===== src/rtl/sw_sweep_controller_if.sv =====
// Bundle between the sweep controller, the switch datapath it drives, and the
// consumer of captured samples.
interface sw_sweep_controller_if #(
  parameter int WIDTH  = 7,
  parameter int CSUM_W = 16
);
  logic              start;
  logic [WIDTH-1:0]  sw;
  logic              sel;
  logic [WIDTH-1:0]  led;
  // A sample transfers on every rising clk edge where out_valid && out_ready.
  // While out_valid is high and out_ready low, every out_* field holds steady;
  // out_valid never drops without a transfer, and out_ready alone does nothing.
  logic              out_valid;
  logic              out_ready;
  logic [WIDTH-1:0]  out_data;
  logic [WIDTH-1:0]  out_sw;
  logic              out_sel;
  logic [7:0]        out_step;
  logic              busy;
  logic              done;
  logic [CSUM_W-1:0] checksum;

  modport master (
    input  start, led, out_ready,
    output sw, sel, out_valid, out_data, out_sw, out_sel, out_step,
           busy, done, checksum
  );

  modport slave (
    output start, led, out_ready,
    input  sw, sel, out_valid, out_data, out_sw, out_sel, out_step,
           busy, done, checksum
  );
endinterface


===== src/rtl/sw_sweep_controller.sv =====
// Hardware sweep of the sw/sel -> led datapath: a count phase, then a
// shift-in-ones phase, each step captured after a settle delay and checksummed.
module sw_sweep_controller #(
  parameter int WIDTH     = 7,
  parameter int COUNT_LEN = 8,
  parameter int SETTLE    = 1,
  parameter int CSUM_W    = 16
) (
  input  logic                  clk,
  input  logic                  rst_n,
  sw_sweep_controller_if.master bus,
  output logic [1:0]            dbg_state
);
  typedef enum logic [1:0] {
    S_IDLE   = 2'd0,
    S_SETTLE = 2'd1,
    S_HOLD   = 2'd2,
    S_DONE   = 2'd3
  } state_t;

  localparam int               CNT_W      = $clog2(SETTLE + 1);
  localparam logic [CNT_W-1:0] CNT_LOAD   = CNT_W'(SETTLE);
  localparam logic [CNT_W-1:0] CNT_ONE    = CNT_W'(1);
  localparam logic [WIDTH-1:0] LAST_COUNT = WIDTH'(COUNT_LEN - 1);

  state_t            state_q, state_d;
  logic [WIDTH-1:0]  sw_q, sw_d;
  logic              sel_q, sel_d;
  logic [CNT_W-1:0]  cnt_q, cnt_d;
  logic [7:0]        step_q, step_d;
  logic              out_valid_q, out_valid_d;
  logic [WIDTH-1:0]  out_data_q, out_data_d;
  logic [WIDTH-1:0]  out_sw_q, out_sw_d;
  logic              out_sel_q, out_sel_d;
  logic [7:0]        out_step_q, out_step_d;
  logic              busy_q, busy_d;
  logic              done_q, done_d;
  logic [CSUM_W-1:0] csum_q, csum_d;

  always_comb begin
    state_d     = state_q;
    sw_d        = sw_q;
    sel_d       = sel_q;
    cnt_d       = cnt_q;
    step_d      = step_q;
    out_valid_d = out_valid_q;
    out_data_d  = out_data_q;
    out_sw_d    = out_sw_q;
    out_sel_d   = out_sel_q;
    out_step_d  = out_step_q;
    busy_d      = busy_q;
    done_d      = 1'b0;
    csum_d      = csum_q;
    case (state_q)
      S_IDLE: begin
        sw_d   = '0;
        sel_d  = 1'b0;
        busy_d = 1'b0;
        if (bus.start) begin
          step_d  = '0;
          cnt_d   = CNT_LOAD;
          csum_d  = '0;
          busy_d  = 1'b1;
          state_d = S_SETTLE;
        end
      end
      S_SETTLE: begin
        // Counter value 1 here means this edge is the SETTLE-th since sw moved.
        if (cnt_q == CNT_ONE) begin
          out_data_d  = bus.led;
          out_sw_d    = sw_q;
          out_sel_d   = sel_q;
          out_step_d  = step_q;
          out_valid_d = 1'b1;
          state_d     = S_HOLD;
        end else begin
          cnt_d = cnt_q - CNT_ONE;
        end
      end
      S_HOLD: begin
        if (out_valid_q && bus.out_ready) begin
          out_valid_d = 1'b0;
          csum_d      = csum_q + CSUM_W'(out_data_q);
          if (sel_q && (&sw_q)) begin
            done_d  = 1'b1;
            state_d = S_DONE;
          end else begin
            if (!sel_q) begin
              if (sw_q == LAST_COUNT) begin
                sel_d = 1'b1;
                sw_d  = '0;
              end else begin
                sw_d = sw_q + WIDTH'(1);
              end
            end else begin
              sw_d = (sw_q << 1) | WIDTH'(1);
            end
            step_d  = step_q + 8'd1;
            cnt_d   = CNT_LOAD;
            state_d = S_SETTLE;
          end
        end
      end
      S_DONE: begin
        sw_d    = '0;
        sel_d   = 1'b0;
        busy_d  = 1'b0;
        state_d = S_IDLE;
      end
      default: state_d = S_IDLE;
    endcase
  end

  always_ff @(posedge clk) begin
    if (!rst_n) begin
      state_q     <= S_IDLE;
      sw_q        <= '0;
      sel_q       <= 1'b0;
      cnt_q       <= '0;
      step_q      <= '0;
      out_valid_q <= 1'b0;
      out_data_q  <= '0;
      out_sw_q    <= '0;
      out_sel_q   <= 1'b0;
      out_step_q  <= '0;
      busy_q      <= 1'b0;
      done_q      <= 1'b0;
      csum_q      <= '0;
    end else begin
      state_q     <= state_d;
      sw_q        <= sw_d;
      sel_q       <= sel_d;
      cnt_q       <= cnt_d;
      step_q      <= step_d;
      out_valid_q <= out_valid_d;
      out_data_q  <= out_data_d;
      out_sw_q    <= out_sw_d;
      out_sel_q   <= out_sel_d;
      out_step_q  <= out_step_d;
      busy_q      <= busy_d;
      done_q      <= done_d;
      csum_q      <= csum_d;
    end
  end

  assign bus.sw        = sw_q;
  assign bus.sel       = sel_q;
  assign bus.out_valid = out_valid_q;
  assign bus.out_data  = out_data_q;
  assign bus.out_sw    = out_sw_q;
  assign bus.out_sel   = out_sel_q;
  assign bus.out_step  = out_step_q;
  assign bus.busy      = busy_q;
  assign bus.done      = done_q;
  assign bus.checksum  = csum_q;
  assign dbg_state     = state_q;
endmodule

===== src/flat_wrapper.sv =====
// flat-port wrapper written by rule: the top's interface ports become plain ports
module sw_sweep_controller_flat 
#(
  parameter int WIDTH     = 7,
  parameter int COUNT_LEN = 8,
  parameter int SETTLE    = 1,
  parameter int CSUM_W    = 16
)
  (clk, rst_n, dbg_state, bus_start, bus_led, bus_out_ready, bus_sw, bus_sel, bus_out_valid, bus_out_data, bus_out_sw, bus_out_sel, bus_out_step, bus_busy, bus_done, bus_checksum);
  sw_sweep_controller_if #(.WIDTH(WIDTH), .CSUM_W(CSUM_W)) bus_i ();
  input  logic clk;
  input  logic rst_n;
  output logic [1:0] dbg_state;
  input wire logic [$bits(bus_i.start)-1:0] bus_start;
  input wire logic [$bits(bus_i.led)-1:0] bus_led;
  input wire logic [$bits(bus_i.out_ready)-1:0] bus_out_ready;
  output wire logic [$bits(bus_i.sw)-1:0] bus_sw;
  output wire logic [$bits(bus_i.sel)-1:0] bus_sel;
  output wire logic [$bits(bus_i.out_valid)-1:0] bus_out_valid;
  output wire logic [$bits(bus_i.out_data)-1:0] bus_out_data;
  output wire logic [$bits(bus_i.out_sw)-1:0] bus_out_sw;
  output wire logic [$bits(bus_i.out_sel)-1:0] bus_out_sel;
  output wire logic [$bits(bus_i.out_step)-1:0] bus_out_step;
  output wire logic [$bits(bus_i.busy)-1:0] bus_busy;
  output wire logic [$bits(bus_i.done)-1:0] bus_done;
  output wire logic [$bits(bus_i.checksum)-1:0] bus_checksum;
  assign bus_i.start = bus_start;
  assign bus_i.led = bus_led;
  assign bus_i.out_ready = bus_out_ready;
  assign bus_sw = bus_i.sw;
  assign bus_sel = bus_i.sel;
  assign bus_out_valid = bus_i.out_valid;
  assign bus_out_data = bus_i.out_data;
  assign bus_out_sw = bus_i.out_sw;
  assign bus_out_sel = bus_i.out_sel;
  assign bus_out_step = bus_i.out_step;
  assign bus_busy = bus_i.busy;
  assign bus_done = bus_i.done;
  assign bus_checksum = bus_i.checksum;
  sw_sweep_controller #(.WIDTH(WIDTH), .COUNT_LEN(COUNT_LEN), .SETTLE(SETTLE), .CSUM_W(CSUM_W)) u_core (.clk(clk), .rst_n(rst_n), .bus(bus_i), .dbg_state(dbg_state));
endmodule

===== config.mk =====
export PLATFORM = sky130hd
export DESIGN_NAME = sw_sweep_controller_flat
export DESIGN_NICKNAME = d
export VERILOG_FILES = /design/src/rtl/sw_sweep_controller_if.sv /design/src/rtl/sw_sweep_controller.sv /design/src/flat_wrapper.sv
export SDC_FILE = /design/constraint.sdc
export NUM_CORES = 1
export LEC_CHECK = 0
export CORE_MARGIN = 2
export CORE_UTILIZATION = 55
export CTS_BUF_LIST = sky130_fd_sc_hd__clkbuf_4 sky130_fd_sc_hd__clkbuf_8
export CTS_CLUSTER_SIZE = 8
export DETAILED_ROUTE_END_ITERATION = 16
export GPL_TIMING_DRIVEN = 1
export PLACE_DENSITY = 0.83
export SYNTH_ARGS = -nofsm -noshare
export SYNTH_HDL_FRONTEND = slang
export SYNTH_SLANG_ARGS = --single-unit

===== constraint.sdc =====
create_clock -name clk -period 3.5 [get_ports clk]
set_clock_uncertainty 0.1 [all_clocks]
set_input_delay 0.7 -clock clk [delete_from_list [all_inputs] [get_ports clk]]
set_output_delay 0.7 -clock clk [all_outputs]
set_load 0.1 [all_outputs]

==> flow_summary_export.csv, run 1 <==
group,metric,value,unit
worst_hold_path,hold_path.startpoint,"u_core.bus.out_step[5]",
yosys,synth_nets,394,
worst_setup_path,crit_required,2.70,ns
status,outcome,"completed",
route,drt.antenna.violating_nets,0,
power,internal-power,1.14,mW
route,wl_met1,3350,um
route,routed_wirelength,7250,um
cts,cts-root-buf,"clkbuf_8",
global_routing,antenna_found_initial,0,
worst_setup_path,cpMaxStageDelayCell,"clkdlybuf4s50_1",
cts,clk_pin_slew,0.07,ns
power,total_power,1.66,mW
yosys,synth.ff_latch_count,61,
cts,cts_setup_buffers,0,
global_routing,grtUsageTotal,25.1,%
route,highest_layer,"met4",
worst_setup_path,crit_buf_inv,1,
worst_setup_path,worst_setup_path_type,"reg -> out",
route,drt_iter0_markers,186,
floorplan,dieArea,0.00617,sq mm
sta,clock.fmax,383,MHz
yosys,synthesis.area,0.00306,sq mm
floorplan,core,0.00544,sq mm
sta,hold_slack,0.363,ns
power,netSwitchingFraction,31.2,%
cts,clk_path_buf_depth,2,
yosys,synth.avg_cell_area,8.28,sq um
layout,final_net_count,447,
yosys,netlist-cell-type-count,50,
layout,n_fill_cell,457,
worst_setup_path,critPathArrivalTime,1.81,ns
sta,grt_setup_unrepaired,"no",
worst_setup_path,reg2reg_depth,8,
sta,min_period_over_period,74.5,%
placed_design,dp.cells,483,
sta,fin_max_slew_vios,0,
yosys,ys.warnings.count,0,
cts,cts_made_buffers,9,
floorplan,floorplan.initialDensity,56.2,%
worst_hold_path,worst_hold_path.endpoint,"u_core.bus.out_step[5]",
layout,post_layout_cell_count,499,
cts,htree_levels,3,
worst_hold_path,worst_hold_path.num_cells,2,
route,firstDrtPassIters,4,
worst_setup_path,reg2reg_to,"u_core.bus.checksum[10]",
sta,max-slew-margin-rel,35.0,%
power,p_sw,0.519,mW
cts,insertion_delay,0.34,ns
placed_design,gp_congestion,0.871,
cts,cts_hold_buf,0,
sta,setup-violations-final,0,
route,number_of_vias_after_detailed_routing,2806,
power,p_comb_share,18.6,%
sta,final_report_hold_violation_count,0,
worst_setup_path,endpoint_kind,"output pin",
layout,layout_commonest_cell,"nand2_1",
worst_setup_path,worst_path_largest_cell_delay,1.13,ns
worst_setup_path,setup.worst_path.start_class,"register",
yosys,syn-instance-count,369,
floorplan,fp.dieW,78.6,um
yosys,synth-seq-area-share,40.0,%
worst_setup_path,critical_path.top_delay_family,"buffers and inverters",
layout,finalCoreUtilization,69.5,%
route,vias_per_cell,5.62,
power,cellLeakagePower,1.45,nW
global_routing,maximum_number_of_pins_on_one_net_before_global_route_repair,46,
placed_design,io_buffer_count,62,
floorplan,io-pin-count,63,
worst_setup_path,r2r_start,"u_core.bus.out_data[0]",
sta,setup_tns,0,ns
layout,insertedDiodeCount,0,
global_routing,first_global_vias,2630,
route,met3RoutedLength,310,um
route,route.detailed.drc,0,
yosys,post_synth_edffs,0,
power,vdd.ir_drop.worst,0.000395,V
cts,cts_tree,"done",
yosys,asyncSetResetFlopFracSynth,0,%
sta,min_period,2.61,ns
power,share_clk_of_total_power,37.3,%
floorplan,row_count,27,
worst_setup_path,critical_path_peak_fanout,2,
floorplan,fp.dieH,78.6,um
layout,area_delta_synth_final,23.6,%
power,register_share_of_total_power,44.1,%
power,power_density_over_the_cells,440,mW/mm^2
job,maxCapViolCount,0,
layout,share_of_post_route_cells_with_drive_strength_above_1,17.1,%
sta,worst_slew_pin_slew,0.972,ns
cts,cts_sinks,61,
worst_hold_path,hp-class,"reg -> reg",
worst_setup_path,crit_path_cell_trace,"clkdlybuf4s50_1",
placed_design,post-dp-hpwl,5060,um
yosys,synth_top_flop_cell,"dfxtp_1",
route,wl_per_cell,14.5,um
layout,layout.cells.most_common_list,"nand2_1, dfxtp_1, buf_4",
cts,ctsResizeCount,0,
route,route.met2.wl,3470,um
global_routing,grt_first_pass_wirelength,12300,um
worst_setup_path,timing.reg2reg.setup_slack,1.13,ns
global_routing,grt_remaining_overflow,0,
[layout make-up]
cell class,instances,area (sq um),area share [%]
flip-flops and latches,61,1220,32.3
inverters,7,26.3,0.696
clock inverters,5,50.0,1.32
well taps,72,90.1,2.38
multi-input cells,279,1710,45.3
clock buffers,11,145,3.84
repair buffers,64,533,14.1
[synth_stat cells (all sizes together) (4+ instances only)]
| master | instances | share of area [%] |
|---|---|---|
| nand2 | 64 | 7.9 |
| dfxtp | 61 | 40 |
| a21boi | 29 | 7.2 |
| nor2 | 25 | 3.1 |
| nand3 | 18 | 2.9 |
| clkbuf | 16 | 2.0 |
| o21ai | 15 | 2.5 |
| a21oi | 14 | 2.4 |
| ha | 13 | 5.3 |
| xor2 | 13 | 3.7 |
| nor2b | 12 | 2.5 |
| nand4 | 11 | 2.3 |
| inv | 7 | 0.86 |
| buf | 6 | 1.2 |
| nor3 | 6 | 1.1 |
| nor3b | 5 | 1.4 |
| o211ai | 5 | 1.4 |
| a22oi | 4 | 0.98 |
| o22ai | 4 | 0.82 |
[metal layers]
| layer | track usage (%) | vias up |
|---|---|---|
| li1 | - | 1401 |
| met1 | 32.9 | 1329 |
| met2 | 40.4 | 65 |
| met3 | 4.71 | 11 |
| met4 | 10.9 | 0 |
| met5 | 0 | - |
[tightest hold or removal path, cell delays in order (launching register included)]
cell and delay (ns):
dfxtp_1 0.31, nand2_1 0.05, a21boi_0 0.06
[sequential cells by signal (all words and copies together), names as in the netlist, 2 cells and up]
register	flops
u_core.bus.checksum	16
u_core.bus.out_step	8
u_core.bus.out_sw	7
u_core.dbg_state	2
u_core.bus.sw	7
u_core.bus.out_data	7
u_core.step_q	8
[how the worst max path moves through the flow]
stage / slack, ns / depth (start not counted) / to / from
after floorplan: 0.63 / 8 / u_core.bus.checksum[10] / u_core.bus.out_data[0]
after global placement: 1.11 / 6 / u_core.bus.checksum[10] / bus_out_ready
after detailed placement: 1.03 / 6 / u_core.bus.checksum[10] / bus_out_ready
after CTS: 0.87 / 1 / bus_out_sel / u_core.bus.out_sel
after global routing: 0.84 / 1 / bus_out_sw[2] / u_core.bus.out_sw[2]
final: 0.89 / 1 / bus_out_sw[1] / u_core.bus.out_sw[1]
[logic make-up (layout without fill, tap and decap cells)]
kind of cell | Yosys count | count (layout) | synth area share [%]
xor gates and xnor gates | 16 | 16 | 4.58
buffers and inverters | 29 | 87 | 4.05
AOI/OAI and AO/OA | 85 | 85 | 19.0
muxes | 2 | 2 | 0.778
adders and majority gates | 14 | 14 | 5.98
and+or+nand+nor | 162 | 162 | 25.6
DFF | 61 | 61 | 40.0
[power groups by stage]
stage / clock (mW) / sequential (mW) / combinational (mW)
2_1_floorplan: 0 / 0.841 / 0.139
3_3_place_gp: 0 / 0.747 / 0.300
3_5_place_dp: 0 / 0.747 / 0.306
4_1_cts: 0.633 / 0.732 / 0.309
5_1_grt: 0.656 / 0.736 / 0.331
6_report: 0.621 / 0.733 / 0.309
[through the flow]
step	worst slack (ns)	instance area, sq um
2_1_floorplan	0.632	3060
3_3_place_gp	1.11	3580
3_5_place_dp	1.03	3580
4_1_cts	0.871	3780
5_1_grt	0.840	3780
6_report	0.891	3780
No activity file was read; power rests on OpenSTA's default activity.
==> inputs of run 2 (changes only) <==
--- a/config.mk
+++ b/config.mk
@@ -6,12 +6,12 @@
 export NUM_CORES = 1
 export LEC_CHECK = 0
 export CORE_MARGIN = 2
-export CORE_UTILIZATION = 55
+export CORE_UTILIZATION = 48
 export CTS_BUF_LIST = sky130_fd_sc_hd__clkbuf_4 sky130_fd_sc_hd__clkbuf_8
 export CTS_CLUSTER_SIZE = 8
 export DETAILED_ROUTE_END_ITERATION = 16
 export GPL_TIMING_DRIVEN = 1
-export PLACE_DENSITY = 0.83
+export PLACE_DENSITY = 0.77
 export SYNTH_ARGS = -nofsm -noshare
 export SYNTH_HDL_FRONTEND = slang
 export SYNTH_SLANG_ARGS = --single-unit
==> constraint.sdc (replaced) <==
create_clock -name clk -period 2.4 [get_ports clk]
set_clock_uncertainty 0.1 [all_clocks]
set_input_delay 0.48 -clock clk [delete_from_list [all_inputs] [get_ports clk]]
set_output_delay 0.48 -clock clk [all_outputs]
set_load 0.1 [all_outputs]
==> run 2 against run 1 <==
  * Worst setup slack got worse by 0.71 ns
  * Sequential cell count is the same
  * Clock power is 67% higher
  * Final cell count is 2.4% higher
  * Register-to-register slack worse by 0.95 ns
  * Largest power group unchanged
  * Utilization fell by 7.3 points
  * Critical endpoint is now u_core.bus.checksum[10]
  * Critical path depth is 7 higher
  * Highest routed layer unchanged
  * Non-clock buffer count rose by 7
==> flow_summary_export.csv, run 2 (synthesized netlist as in run 1, its figures left out) <==
group,metric,value,unit
worst_setup_path,reg2reg_depth,8,
global_routing,antenna_found_initial,0,
global_routing,grt_remaining_overflow,0,
sta,min_period,2.22,ns
cts,clk_pin_slew,0.07,ns
global_routing,grtUsageTotal,20.9,%
worst_setup_path,cp-endpoint,"u_core.bus.checksum[10]",
placed_design,dp.cells,495,
power,total_power,2.57,mW
floorplan,floorplan.initialDensity,49.0,%
worst_setup_path,worst_setup_path_startpoint,"u_core.bus.checksum[0]",
cts,cts_made_buffers,9,
placed_design,io_buffer_count,62,
sta,grt_setup_unrepaired,"no",
global_routing,first_global_vias,2582,
route,drt_iter0_markers,118,
worst_setup_path,reg2reg_to,"u_core.bus.checksum[10]",
floorplan,fp.dieW,83.8,um
cts,clk_path_buf_depth,2,
worst_setup_path,critPathArrivalTime,2.39,ns
power,cellLeakagePower,1.51,nW
worst_setup_path,endpoint_kind,"register",
layout,largest_reg_flops,16,
cts,cts-root-buf,"clkbuf_8",
route,wl_per_cell,14.2,um
power,power_density_over_the_cells,663,mW/mm^2
job,maxCapViolCount,0,
worst_setup_path,setup.worst_path.start_class,"register",
placed_design,post-dp-hpwl,5180,um
floorplan,core,0.00624,sq mm
cts,cts_sinks,61,
global_routing,maximum_number_of_pins_on_one_net_before_global_route_repair,37,
worst_setup_path,cpMaxStageDelayCell,"fa_1",
worst_setup_path,worst_setup_path_type,"reg -> reg",
sta,final_report_hold_violation_count,0,
sta,clock.fmax,450,MHz
worst_setup_path,crit_required,2.57,ns
layout,layout.cells.most_common_list,"nand2_1, buf_4, dfxtp_1",
power,netSwitchingFraction,29.4,%
sta,fin_max_slew_vios,0,
worst_setup_path,r2r_start,"u_core.bus.checksum[0]",
layout,final_net_count,454,
floorplan,io-pin-count,63,
global_routing,grt_first_pass_wirelength,12200,um
worst_setup_path,worst_path_largest_cell_delay,0.40,ns
cts,htree_levels,3,
layout,share_of_post_route_cells_with_drive_strength_above_1,21.7,%
floorplan,dieArea,0.00702,sq mm
power,internal-power,1.82,mW
placed_design,gp_congestion,0.864,
power,share_clk_of_total_power,40.6,%
sta,max-slew-margin-rel,61.8,%
route,firstDrtPassIters,4,
floorplan,row_count,29,
cts,insertion_delay,0.33,ns
power,vdd.ir_drop.worst,0.000467,V
worst_setup_path,timing.reg2reg.setup_slack,0.18,ns
layout,layout_commonest_cell,"nand2_1",
route,routed_wirelength,7230,um
sta,worst_slew_pin_slew,0.567,ns
sta,setup_tns,0,ns
worst_hold_path,hp-class,"reg -> reg",
worst_setup_path,critical_path_peak_fanout,5,
layout,post_layout_cell_count,511,
power,register_share_of_total_power,41.6,%
sta,setup-violations-final,0,
route,vias_per_cell,5.56,
route,route.detailed.drc,0,
route,number_of_vias_after_detailed_routing,2839,
worst_setup_path,crit_path_cell_trace,"ha_1 > inv_1 > fa_1 > nand2b_1 > a21oi_4 > o211ai_2 > or3_1 > a21oi_1",
layout,insertedDiodeCount,0,
layout,area_delta_synth_final,26.9,%
cts,cts_hold_buf,0,
sta,min_period_over_period,92.6,%
route,drt.antenna.violating_nets,0,
status,outcome,"completed",
cts,cts_tree,"done",
floorplan,fp.dieH,83.8,um
power,p_comb_share,17.9,%
power,p_sw,0.756,mW
==> run 2: cell types whose count changed in the layout (fill, tap and decap cells not counted), moves of 2 or more <==
cell	change
clkdlybuf4s50_1	-6
dfxtp_2	+6
clkinv_2	-2
dfxtp_4	+2
dfxtp_1	-8
buf_4	+13
==> run 2: routing by layer <==
metal / routed length, um / part of all wire (%) / vias to the layer above / global-route usage [%]
met5: 0 / 0 / - / 0
met4: 148 / 2.0 / 0 / 7.77
met3: 273 / 3.8 / 14 / 3.66
met2: 3400 / 47 / 68 / 33.9
met1: 3410 / 47 / 1350 / 27.8
li1: - / - / 1407 / -
==> run 2: how the worst min path moves through the flow <==
stage | from | slack [ns] | cells after the start | endpoint
global route | u_core.bus.out_step[5] | 0.39 | 2 | u_core.bus.out_step[5]
detailed placement | u_core.bus.out_step[5] | 0.36 | 2 | u_core.bus.out_step[5]
floorplan | u_core.step_q[7] | 0.35 | 2 | u_core.bus.out_step[7]
CTS | u_core.bus.out_step[5] | 0.37 | 2 | u_core.bus.out_step[5]
global placement | u_core.bus.out_sel | 0.35 | 2 | u_core.bus.out_sel
finish | u_core.bus.out_step[1] | 0.36 | 2 | u_core.bus.out_step[1]
==> run 2: worst max-delay path, delay by kind of cell (launching register included) <==
family,cells,cell delay [ns]
adders and majority gates,2,0.58
and+or+nand+nor,2,0.57
AOI/OAI and AO/OA,3,0.50
DFF,1,0.35
buffers and inverters,1,0.06
==> run 2: power groups by stage <==
stage / Clock, mW / Combinational (mW) / Sequential [mW]
floorplan: 0 / 0.202 / 1.23
global placement: 0 / 0.456 / 1.09
detailed placement: 0 / 0.459 / 1.09
CTS: 1.05 / 0.460 / 1.07
global route: 1.10 / 0.493 / 1.07
finish: 1.04 / 0.459 / 1.07
==> run 2: repair_timing <==
item                                    4_1_cts  5_1_grt
setup buffers                                 0        0
gates resized for setup                       0        1
endpoints found under the setup margin        0        1
hold endpoints to repair                      0        0
==> run 2: layout make-up <==
type / count / area [sq um]
Inverter: 7 / 26.3
Clock inverter: 4 / 70.1
Sequential cell: 61 / 1240
Tap cell: 77 / 96.3
Clock buffer: 12 / 159
Timing Repair Buffer: 71 / 571
Fill cell: 582 / 2360
Multi-Input combinational cell: 279 / 1720
==> run 2: per-stage QoR <==
step | area (sq um) | worst slack, ns | hold WS (ns) | utilization (%)
after floorplan | 3070 | -0.0223 | 0.353 | -
after global placement | 3640 | 0.216 | 0.354 | 58.3
after detailed placement | 3640 | 0.173 | 0.359 | 58.3
after CTS | 3870 | 0.139 | 0.368 | 62.0
after global routing | 3880 | 0.0256 | 0.390 | 62.1
final | 3880 | 0.177 | 0.364 | 62.1
